### src/rtl/delay_chain_ctrl.sv
// Controller for an external LEN-stage delay chain shared by two requesters.
// Tracks per-stage {valid, tag} and routes the chain tail back to its owner.
module delay_chain_ctrl #(
    parameter int DW  = 8,
    parameter int LEN = 4
) (
    input  logic                     clk,
    input  logic                     rst,
    input  logic                     req0_valid,
    input  logic [DW-1:0]            req0_data,
    output logic                     req0_ready,
    input  logic                     req1_valid,
    input  logic [DW-1:0]            req1_data,
    output logic                     req1_ready,
    output logic                     chain_en,
    output logic [DW-1:0]            chain_in,
    input  logic [DW-1:0]            chain_out,
    output logic                     rsp0_valid,
    input  logic                     rsp0_ready,
    output logic [DW-1:0]            rsp0_data,
    output logic                     rsp1_valid,
    input  logic                     rsp1_ready,
    output logic [DW-1:0]            rsp1_data,
    input  logic                     drain_req,
    output logic                     drain_done,
    output logic [$clog2(LEN+1)-1:0] occupancy
);

    localparam int OW = $clog2(LEN + 1);

    typedef enum logic [1:0] {
        RUN   = 2'd0,
        DRAIN = 2'd1,
        DONE  = 2'd2
    } state_t;

    state_t         state;
    state_t         state_nxt;
    logic [LEN-1:0] sh_valid;
    logic [LEN-1:0] sh_tag;
    logic           last;
    logic [OW-1:0]  occ;

    logic           tail_valid;
    logic           tail_tag;
    logic           advance;
    logic           gnt0;
    logic           gnt1;
    logic           run_ok;
    logic           accept;
    logic           consume;

    assign tail_valid = sh_valid[LEN-1];
    assign tail_tag   = sh_tag[LEN-1];

    // The chain may only move when the tail is empty or being taken.
    assign advance  = !tail_valid || (tail_tag ? rsp1_ready : rsp0_ready);
    assign chain_en = advance;

    // Round-robin: on a tie, the requester not granted last wins.
    assign gnt0 = req0_valid && (!req1_valid || last);
    assign gnt1 = req1_valid && (!req0_valid || !last);

    assign run_ok     = (state == RUN) && advance && !rst;
    assign req0_ready = gnt0 && run_ok;
    assign req1_ready = gnt1 && run_ok;
    assign accept     = req0_ready || req1_ready;
    assign consume    = tail_valid && advance;

    assign rsp0_valid = tail_valid && !tail_tag;
    assign rsp1_valid = tail_valid && tail_tag;
    assign rsp0_data  = chain_out;
    assign rsp1_data  = chain_out;

    assign drain_done = (state == DONE);
    assign occupancy  = occ;

    // Accepted payload enters stage 0; otherwise a zero bubble.
    always_comb begin
        chain_in = '0;
        if (req1_ready) begin
            chain_in = req1_data;
        end else if (req0_ready) begin
            chain_in = req0_data;
        end
    end

    // Shadow {valid, tag} shifts in lockstep with the chain.
    always_ff @(posedge clk) begin
        if (rst) begin
            sh_valid <= '0;
            sh_tag   <= '0;
        end else if (advance) begin
            for (int i = LEN - 1; i > 0; i--) begin
                sh_valid[i] <= sh_valid[i-1];
                sh_tag[i]   <= sh_tag[i-1];
            end
            sh_valid[0] <= accept;
            sh_tag[0]   <= req1_ready;
        end
    end

    // Last-grant pointer moves only on an accepted transfer.
    always_ff @(posedge clk) begin
        if (rst) begin
            last <= 1'b1;
        end else if (accept) begin
            last <= req1_ready;
        end
    end

    // In-flight count: +1 on accept, -1 on tail consumed.
    always_ff @(posedge clk) begin
        if (rst) begin
            occ <= '0;
        end else if (accept && !consume) begin
            occ <= occ + OW'(1);
        end else if (!accept && consume) begin
            occ <= occ - OW'(1);
        end
    end

    // Drain FSM state register.
    always_ff @(posedge clk) begin
        if (rst) begin
            state <= RUN;
        end else begin
            state <= state_nxt;
        end
    end

    // Drain FSM next-state logic.
    always_comb begin
        state_nxt = state;
        unique case (state)
            RUN: begin
                if (drain_req) begin
                    state_nxt = DRAIN;
                end
            end
            DRAIN: begin
                if (occ == '0) begin
                    state_nxt = DONE;
                end
            end
            DONE: begin
                if (!drain_req) begin
                    state_nxt = RUN;
                end
            end
            default: state_nxt = RUN;
        endcase
    end

endmodule

### config.mk
export PLATFORM = sky130hd
export DESIGN_NAME = delay_chain_ctrl
export DESIGN_NICKNAME = d
export VERILOG_FILES = /design/src/rtl/delay_chain_ctrl.sv
export SDC_FILE = /design/constraint.sdc
export NUM_CORES = 1
export LEC_CHECK = 0
export CAP_MARGIN = 20
export CORE_MARGIN = 5
export CORE_UTILIZATION = 30
export DETAILED_ROUTE_END_ITERATION = 7
export PLACE_DENSITY = 0.79
export SYNTH_ARGS = -nofsm -noshare
export SYNTH_HDL_FRONTEND = slang
export SYNTH_SLANG_ARGS = --single-unit
export TNS_END_PERCENT = 10
### constraint.sdc
create_clock -name clk -period 5.8 [get_ports clk]
set_input_delay 1.74 -clock clk [delete_from_list [all_inputs] [get_ports clk]]
set_output_delay 1.74 -clock clk [all_outputs]
set_load 0.05 [all_outputs]
# Word level (Yosys, flattened, before mapping)
# Index checks and enable logic that the tools add are counted.
[word_totals]
register_bits = 14
output_inout_bits = 33
in_bits = 31
word_cells = 48
[op_classes]
eq_ne = 5
addsub = 2
reduce_logical = 27
n_mux = 9
[op_table]
columns = ["cell", "count"]
rows = [
  ["2-to-1 mux 8 bit", 2],
  ["logical AND 1 bit", 11],
  ["logical NOT 1 bit", 8],
  ["2-to-1 mux 2 bit", 3],
  ["2-to-1 mux 3 bit", 2],
  ["!= test 2 bit (second input constant)", 3],
  ["case mux 2 bit (3 select lines)", 1],
  ["logical OR 1 bit", 4],
  ["adder 3 x 1 -> 3 bit (second input constant)", 1],
  ["logical NOT 3 bit", 1],
  ["AND reduction 3 bit", 1],
  ["subtractor 3 x 1 -> 3 bit (second input constant)", 1],
  ["== test 2 x 1 -> 1 bit (second input constant)", 1],
  ["== test 2 bit (second input constant)", 1],
  ["logical NOT 2 bit", 1],
  ["nonzero test 2 bit", 1],
  ["2-to-1 mux 1 bit", 1],
]

# Logic depth before layout (Yosys ltp)
# Gate-level depths: netlist of run 1.
[depth]
depth_word = 10
depth_mapped = 11
mapped_depth_nobuf = 9

# Worst setup path after synthesis of run 1
# OpenSTA, ideal clock, no wires.
[synth_path]
kind = "input -> output"
from = "input port req0_valid"
to = "output port req0_ready"
n_path_buf = 2
setup_slack_ns = 0.755
t_required_ns = 4.060
stages = 4
arrival_time_ns = 3.305
path_cell_list = "buf_2 > inv_2 > clkbuf_1 > a211oi_1"
[synth_via]
elab_chain_len = 2
[synth_lines]
columns = ["item", "line_no", "rtl"]
rows = [
  ["start: declaration", "9", "input logic req0_valid,"],
  ["logical AND 1 bit", "61", "assign gnt0 = req0_valid && (!req1_valid || last);"],
  ["logical AND 1 bit", "65", "assign req0_ready = gnt0 && run_ok;"],
  ["end: declaration", "11", "output logic req0_ready,"],
]
# Every way passes these cells.

# Worst setup path in the final report of run 1
[layout_path]
from = "input port rsp1_ready"
to = "output port chain_en"
[layout_via]
elab_chain_len = 2
[layout_lines]
columns = ["item", "line_no", "rtl"]
rows = [
  ["start: declaration", "22", "input logic rsp1_ready,"],
  ["2-to-1 mux 1 bit", "57", "assign advance = !tail_valid || (tail_tag ? rsp1_ready : rsp0_ready);"],
  ["logical OR 1 bit", "57", ""],
  ["end: declaration", "15", "output logic chain_en,"],
]
# Every way passes these cells.

==> metrics.txt, run 1 <==
Crit Path Class=in -> out; initial antenna violation count=0; FP Rows=21; CTS clk-pin slew, worst paths=0.07 ns; die height=68.1 µm; Synth-to-Final Area Change=30.0%; Mapped Area=0.00101 mm²; Sum Neg Setup Slack=0 ns; WHS Endpoint=sh_valid[3]; worst hold slack=0.467 ns; WL/cell=13.0 µm; clock network fraction of total power=15.7%; Pwr Density=249 mW/mm²; H-tree levels=1; postcts setup bufs=0; wire length of the first global-routing pass=4.01 mm; Cell variety after synth=37; post-route clock period utilization=88.0%; syn_nets=154; layout cells sized above 1=22.1%; reg2reg path depth=9; Final ANT Viol Nets=0; crit path max fanout=6; vias in the first global route=900; Hold Crit Depth=2; sequential area share after synthesis=27.7%; Reg2Reg Setup Slack=3.42 ns; remaining global-route overflow=0; Final Hold Fails=0; Post-synth EDFFs=0; Syn Inst Count=121; CTS Sinks=14; Yosys Warn Count=0; TritonRoute pass-1 iters=4; Max Fclk=0.196 GHz; WL final=2.41 mm; net switching power=135 µW; Max transition margin=65.1%; CTS Hold Buffers Added=0; CP arrival=3.37 ns; post-layout min period=5.11 ns; setup violators final=0; Flop pwr share=37.5%; CP endpoint kind=output port; die area=0.00464 mm²; TritonCTS Buffers=3; largest net degree at the start of global routing=15; reg-to-reg startpoint=sh_tag[3]; P_int=193 µW; CP startpoint kind=input port; max-slew violation count=0; antenna diode count=0; clk buf depth=2; area leader, netlist=dfxtp_1; top cell type's share of synthesized area=27.7%; pin slew with the least headroom to its limit=0.522 ns; Peak VDD IR=0.0585 mV; hold path startpoint=sh_valid[2]; number of synthesized register bits=14; root buf cell=clkbuf_4; Mean Syn Cell Area=8.38 µm²; Final WS setup=0.694 ns; Worst-Skew Late Latency=0.27 ns; DP Wirelength=1.88 mm; placed instance count=183; CTS tree=built; P_leak=0.461 nW; Commonest cells post-synth=16 x buf_4, 16 x o211ai_1, 14 x dfxtp_1, 8 x a21oi_2; via count=897; Placeable Area=0.00331 mm²; reg-to-reg endpoint=occupancy[2]; FFs w/ async S/R, synth=0%; ranking of synthesized cells by area=dfxtp_1 28%, buf_4 12%, o211ai_1 12%; logic gate share of total power=46.8%; Initial Util=30.6%; fin cells=186; MaxCap Viol Count=0; Sw Share=41.2%; Hold/Removal Path Class=reg -> reg; nets=175; pre-CTS setup slack=0.698 ns; Total GRT Usage=11.1%; post-CTS sizing=0; CP required=4.06 ns; vias per cell=4.82; Initial DRC Count=81; unrepaired setup endpoints after global routing=false; Die X=68.1 µm; gpl congestion=0.732; Ports=64; residual DRC count=0; Setup Skew=0.00543 ns; ys flop type=dfxtp_1; IO buf count=39; status=completed; Finished Core Util=39.8%
[area by class of cell]
class	instances	area (µm²)
clock buffer	3	22.5
fill	363	1990
inverter	7	26.3
multi-input combinational	76	546
sequential	14	280
tap	46	57.6
timing repair buffer	40	385
[worst max-delay path, cell delays in order]
cell             delay (ns)
clkdlybuf4s50_1        0.45
mux2i_2                0.30
nand2_1                0.15
clkdlybuf4s50_1        0.72
[how the worst max path moves through the flow]
stage | from | endpoint | slack [ns] | depth (start not counted)
after floorplan | req0_valid | req0_ready | 0.75 | 4
after global placement | rsp1_ready | chain_en | 0.71 | 4
after detailed placement | rsp1_ready | chain_en | 0.70 | 4
after CTS | rsp1_ready | chain_en | 0.69 | 4
after global routing | rsp1_ready | chain_en | 0.61 | 4
final | rsp1_ready | chain_en | 0.69 | 4
[placed cells by master (no fill, tap or decap), types with 2 or more instances in the layout]
master	synthesis	routed
inv_2	2	2
a21oi_1	7	7
dfxtp_1	14	14
clkbuf_4	0	3
clkdlybuf4s50_1	0	29
nand3_1	4	4
nor2_2	2	2
inv_1	5	5
xor2_1	2	2
a21oi_2	8	8
o32ai_1	2	2
o21ai_1	5	5
nand2_1	2	2
nor2_1	7	7
o21ai_0	2	2
o211ai_1	16	16
buf_4	16	10
[state kept, by name, summed over array words and instances (netlist names)]
register and count:
state 2, sh_valid 4, last 1, sh_tag 4
occupancy 3
[stage by stage]
step	total power [mW]	instance area, µm²
global placement	0.279	1290
finish	0.329	1320
global route	0.353	1320
CTS	0.334	1320
detailed placement	0.281	1290
floorplan	0.261	1010
[power groups by stage]
stage	logic, mW	registers [mW]	clock network [mW]
2_1_floorplan	0.126	0.135	0
3_3_place_gp	0.154	0.125	0
3_5_place_dp	0.155	0.126	0
4_1_cts	0.155	0.124	0.0549
5_1_grt	0.167	0.126	0.0600
6_report	0.154	0.123	0.0516
[per-layer routing]
layer | GRT usage, % | vias to the layer above | share of wire (%) | routed length [µm]
met5 | 0 | - | 0 | 0
met1 | 13.5 | 420 | 41 | 994
met2 | 19.9 | 16 | 54 | 1290
met3 | 1.48 | 2 | 4.3 | 103
met4 | 3.72 | 0 | 0.79 | 19
li1 | - | 459 | - | -
[cell families (layout without fill, tap and decap cells)]
| kind of cell | Yosys count | count (layout) | share of synthesized area [%] |
|---|---|---|---|
| AOI/OAI and AO/OA | 46 | 46 | 33.3 |
| buffers and inverters | 31 | 50 | 18.5 |
| and+or+nand+nor | 23 | 23 | 11.7 |
| DFF | 14 | 14 | 27.7 |
| muxes | 3 | 3 | 3.83 |
| adders and majority gates | 2 | 2 | 3.21 |
| xor gates and xnor gates | 2 | 2 | 1.73 |
Note: power is estimated with default switching activity, not from simulation.
==> inputs of run 2 (changes only) <==
--- a/config.mk
+++ b/config.mk
@@ -9,7 +9,7 @@
 export CORE_MARGIN = 5
 export CORE_UTILIZATION = 30
 export DETAILED_ROUTE_END_ITERATION = 7
-export PLACE_DENSITY = 0.79
+export PLACE_DENSITY = 0.75
 export SYNTH_ARGS = -nofsm -noshare
 export SYNTH_HDL_FRONTEND = slang
 export SYNTH_SLANG_ARGS = --single-unit
==> run 2 against run 1 <==
Hold slack better by 0.0071 ns; cell count up 0.54%; fmax down 0.65%; utilization up 0.42 points; critical path depth unchanged; die area unchanged; non-clock buffer count unchanged; largest cell class unchanged.
==> metrics.txt, run 2 (synthesis results as in run 1) <==
Initial DRC Count=53; fill cell count=349; logic gate share of total power=44.9%; Sum Neg Setup Slack=0 ns; WL final=2.58 mm; P_int=208 µW; DP Wirelength=2.05 mm; most frequent cells in the layout=29 x clkdlybuf4s50_1, 16 x o211ai_1, 14 x dfxtp_1, 10 x buf_4, 8 x a21oi_2; Max Fclk=0.195 GHz; critical path's top delay family=buffers and inverters; setup violators final=0; Finished Core Util=40.2%; crit path max fanout=6; pin slew with the least headroom to its limit=0.508 ns; post-route clock period utilization=88.6%; vias per cell=4.96; crit-path cells=clkdlybuf4s50_1 > mux2i_2 > nand2_1 > clkdlybuf4s50_1; Sequential Area=280 µm²; Multi-input gate area=546 µm²; slowest cell delay on critical path=0.72 ns; H-tree levels=1; met1 usage=13.3%; global-route track usage on met2=22.0%; CTS Sinks=14; most used cell, CP=clkdlybuf4s50_1; CP endpoint kind=output port; Hold/Removal Path Class=reg -> reg; Max transition margin=66.0%; Die X=68.1 µm; largest net degree at the start of global routing=15; die height=68.1 µm; root buf cell=clkbuf_4; fin cells=187; Total GRT Usage=12.0%; wire length of the first global-routing pass=4.26 mm; P_leak=0.468 nW; post-layout power=345 µW; residual DRC count=0; Final ANT Viol Nets=0; CP required=4.06 ns; most crowded layer after global routing=met2; unrepaired setup endpoints after global routing=false; nets=175; IO buf count=39; Final Hold Fails=0; antenna diode count=0; WL/cell=13.8 µm; commonest non-fill, non-tap cell in the layout=clkdlybuf4s50_1; Synth-to-Final Area Change=31.4%; Crit Path Class=in -> out; Reg2Reg Setup Slack=3.43 ns; clk buf depth=2; CP startpoint kind=input port; TritonCTS Buffers=3; post-CTS sizing=0; postcts setup bufs=0; Max stage delay cell, worst path=clkdlybuf4s50_1; FP Rows=21; Pwr Density=259 mW/mm²; clock network fraction of total power=19.4%; Sw Share=39.9%; worst hold slack=0.474 ns; CTS tree=built; Flop pwr share=35.7%; Setup Skew=0.00329 ns; status=completed; initial antenna violation count=0; CP arrival=3.40 ns; remaining global-route overflow=0; CTS clk-pin slew, worst paths=0.08 ns; max-slew violation count=0; Initial Util=30.6%; MaxCap Viol Count=0; Placeable Area=0.00331 mm²; via count=927; CTS Hold Buffers Added=0; Worst-Skew Late Latency=0.27 ns; net switching power=138 µW; grt met3 use=2.30%; layout cells sized above 1=22.7%; Ports=64; die area=0.00464 mm²; placed instance count=183; gpl congestion=0.753; Peak VDD IR=0.0684 mV; TritonRoute pass-1 iters=4; vias in the first global route=934; WP buf/inv=2; post-layout min period=5.14 ns
## run 2: cell count changes in the layout (fill, tap and decap cells not counted)
cell | previous run | this run
clkbuf_8 | 0 | 1
## run 2: metal layers
layer | routed length, µm | part of all wire [%] | vias up
met5 | 0 | 0 | -
met1 | 986 | 38 | 445
met4 | 44 | 1.7 | 0
met3 | 109 | 4.2 | 4
li1 | - | - | 458
met2 | 1440 | 56 | 20
## run 2: worst paths after layout
path,startpoint,to,depth (start not counted)
setup / recovery,rsp1_ready,chain_en,4
hold / removal,sh_valid[2],sh_valid[2],2
setup reg to reg,sh_tag[3],occupancy[2],9
hold reg to reg,sh_valid[2],sh_valid[2],2
## run 2: layout make-up
type | count | area share, %
Multi-Input combinational cell | 76 | 41.0
Tap cell | 46 | 4.32
Timing Repair Buffer | 40 | 28.9
Inverter | 7 | 1.97
Clock buffer | 4 | 2.73
Sequential cell | 14 | 21.1
## run 2: stage by stage
step                worst slack, ns  area (µm²)
global placement              0.719        1290
floorplan                     0.755        1010
CTS                           0.655        1330
detailed placement            0.661        1290
finish                        0.661        1330
global route                  0.604        1330
## run 2: worst min-delay path, delay by kind of cell (launching register included)
kind,cells,cell delay (ns)
AO/OA/AOI/OAI,1,0.05
flip-flops,1,0.32
AND/OR/NAND/NOR,1,0.06
## run 2: power groups by stage
stage	registers, mW	logic [mW]	clock network (mW)
CTS	0.124	0.156	0.0705
detailed placement	0.126	0.155	0
floorplan	0.135	0.126	0
finish	0.123	0.155	0.0672
global placement	0.124	0.152	0
global route	0.126	0.167	0.0769
==> inputs of run 3 (changes only) <==
--- a/config.mk
+++ b/config.mk
@@ -6,6 +6,7 @@
 export NUM_CORES = 1
 export LEC_CHECK = 0
 export CAP_MARGIN = 20
+export CORE_ASPECT_RATIO = 0.8
 export CORE_MARGIN = 5
 export CORE_UTILIZATION = 30
 export DETAILED_ROUTE_END_ITERATION = 7
==> run 3 against run 2 <==
Global-route usage increased by 0.95 points; hold slack improved by 0.00077 ns; count of clock-buffer cells in the layout unchanged; total power increased by 8.7%; non-clock buffer count unchanged; critical endpoint unchanged; largest power group unchanged; first-iteration DRC count increased by 28%; utilization increased by 2.1 points.
==> metrics.txt, run 3 (synthesis results as in run 1) <==
Max transition margin=65.8%; logic gate share of total power=41.9%; Max stage delay cell, worst path=clkdlybuf4s50_1; antenna diode count=0; Pwr Density=280 mW/mm²; Finished Core Util=42.3%; Worst-Skew Late Latency=0.24 ns; crit path max fanout=6; Final ANT Viol Nets=0; largest net degree at the start of global routing=15; Ports=64; CP arrival=3.42 ns; TritonRoute pass-1 iters=4; P_int=229 µW; layout cells sized above 1=22.7%; via count=948; crit-path cells=clkdlybuf4s50_1 > mux2i_2 > nand2_1 > clkdlybuf4s50_1; nets=175; die area=0.00465 mm²; CTS Hold Buffers Added=0; CP endpoint kind=output port; H-tree levels=1; placed instance count=177; root buf cell=clkbuf_8; post-CTS sizing=0; Crit Path Class=in -> out; CP startpoint kind=input port; Setup Skew=0.000905 ns; die height=62.0 µm; Sw Share=38.9%; most frequent cells in the layout=29 x clkdlybuf4s50_1, 16 x o211ai_1, 14 x dfxtp_1, 10 x buf_4, 8 x a21oi_2; Die X=75.0 µm; WP buf/inv=2; WL final=2.85 mm; IO buf count=39; DP Area=0.00129 mm²; slowest cell delay on critical path=0.73 ns; WL/cell=15.8 µm; CTS Sinks=14; initial antenna violation count=0; pre-CTS setup slack=0.656 ns; Synth-to-Final Area Change=32.5%; FP Rows=18; CTS tree=built; vias per cell=5.24; clock network fraction of total power=25.1%; MaxCap Viol Count=0; post-route clock period utilization=89.0%; P_leak=0.476 nW; wire length of the first global-routing pass=4.46 mm; Sum Neg Setup Slack=0 ns; Hold/Removal Path Class=reg -> reg; Initial Util=31.9%; clk buf depth=2; commonest non-fill, non-tap cell in the layout=clkdlybuf4s50_1; post-layout power=375 µW; CP required=4.06 ns; Final Hold Fails=0; vias in the first global route=929; postcts setup bufs=0; worst hold slack=0.475 ns; most used cell, CP=clkdlybuf4s50_1; DP Wirelength=2.21 mm; critical path's top delay family=buffers and inverters; unrepaired setup endpoints after global routing=false; max-slew violation count=0; Initial DRC Count=68; final instance area=0.00134 mm²; Total GRT Usage=12.9%; pin slew with the least headroom to its limit=0.511 ns; Flop pwr share=33.0%; setup violators final=0; post-layout min period=5.16 ns; net switching power=146 µW; Placeable Area=0.00318 mm²; Peak VDD IR=0.165 mV; CTS clk-pin slew, worst paths=0.06 ns; Max Fclk=0.194 GHz; gpl congestion=0.820; residual DRC count=0; status=completed; fin cells=181; Final WS setup=0.639 ns; remaining global-route overflow=0; TritonCTS Buffers=3
==> run 3: cell counts in the layout (fill, tap and decap cells not counted) <==
Identical to the previous run, type by type.
==> run 3: worst register-to-register path, delay by kind of cell (launching register included) <==
family                   cells  cell delay [ns]
XOR/XNOR                     1             0.07
flip-flops                   1             0.40
AO/OA/AOI/OAI                2             0.58
adder cells (fa/ha/maj)      2             0.41
multiplexers                 1             0.37
buffers and inverters        1             0.08
AND/OR/NAND/NOR              2             0.39
==> run 3: metal layers <==
metal | up-vias | global-route usage (%) | wire (µm)
li1 | 464 | - | -
met1 | 451 | 16.8 | 1350
met2 | 27 | 21.0 | 1330
met3 | 6 | 4.34 | 161
met4 | 0 | 3.05 | 19
met5 | - | 0 | 0
==> run 3: cell type report <==
class                           instances  area, µm²
Fill cell                             319       1830
Multi-Input combinational cell         76        546
Clock buffer                            4       55.1
Sequential cell                        14        280
Tap cell                               40       50.0
Inverter                                7       26.3
Timing Repair Buffer                   40        385
==> run 3: power by group through the flow <==
stage / logic [mW] / clock network, mW / registers [mW]
finish: 0.157 / 0.0941 / 0.124
global route: 0.167 / 0.104 / 0.126
CTS: 0.157 / 0.0967 / 0.124
detailed placement: 0.156 / 0 / 0.126
global placement: 0.152 / 0 / 0.125
floorplan: 0.126 / 0 / 0.135
==> run 3: worst paths after layout <==
| check | start | to | slack (ns) | cells past startpoint |
|---|---|---|---|---|
| max | rsp1_ready | chain_en | 0.64 | 4 |
| max reg2reg | sh_tag[3] | occupancy[2] | 3.43 | 9 |
| min reg2reg | sh_tag[2] | sh_tag[2] | 0.47 | 2 |
| min | sh_tag[2] | sh_tag[2] | 0.47 | 2 |
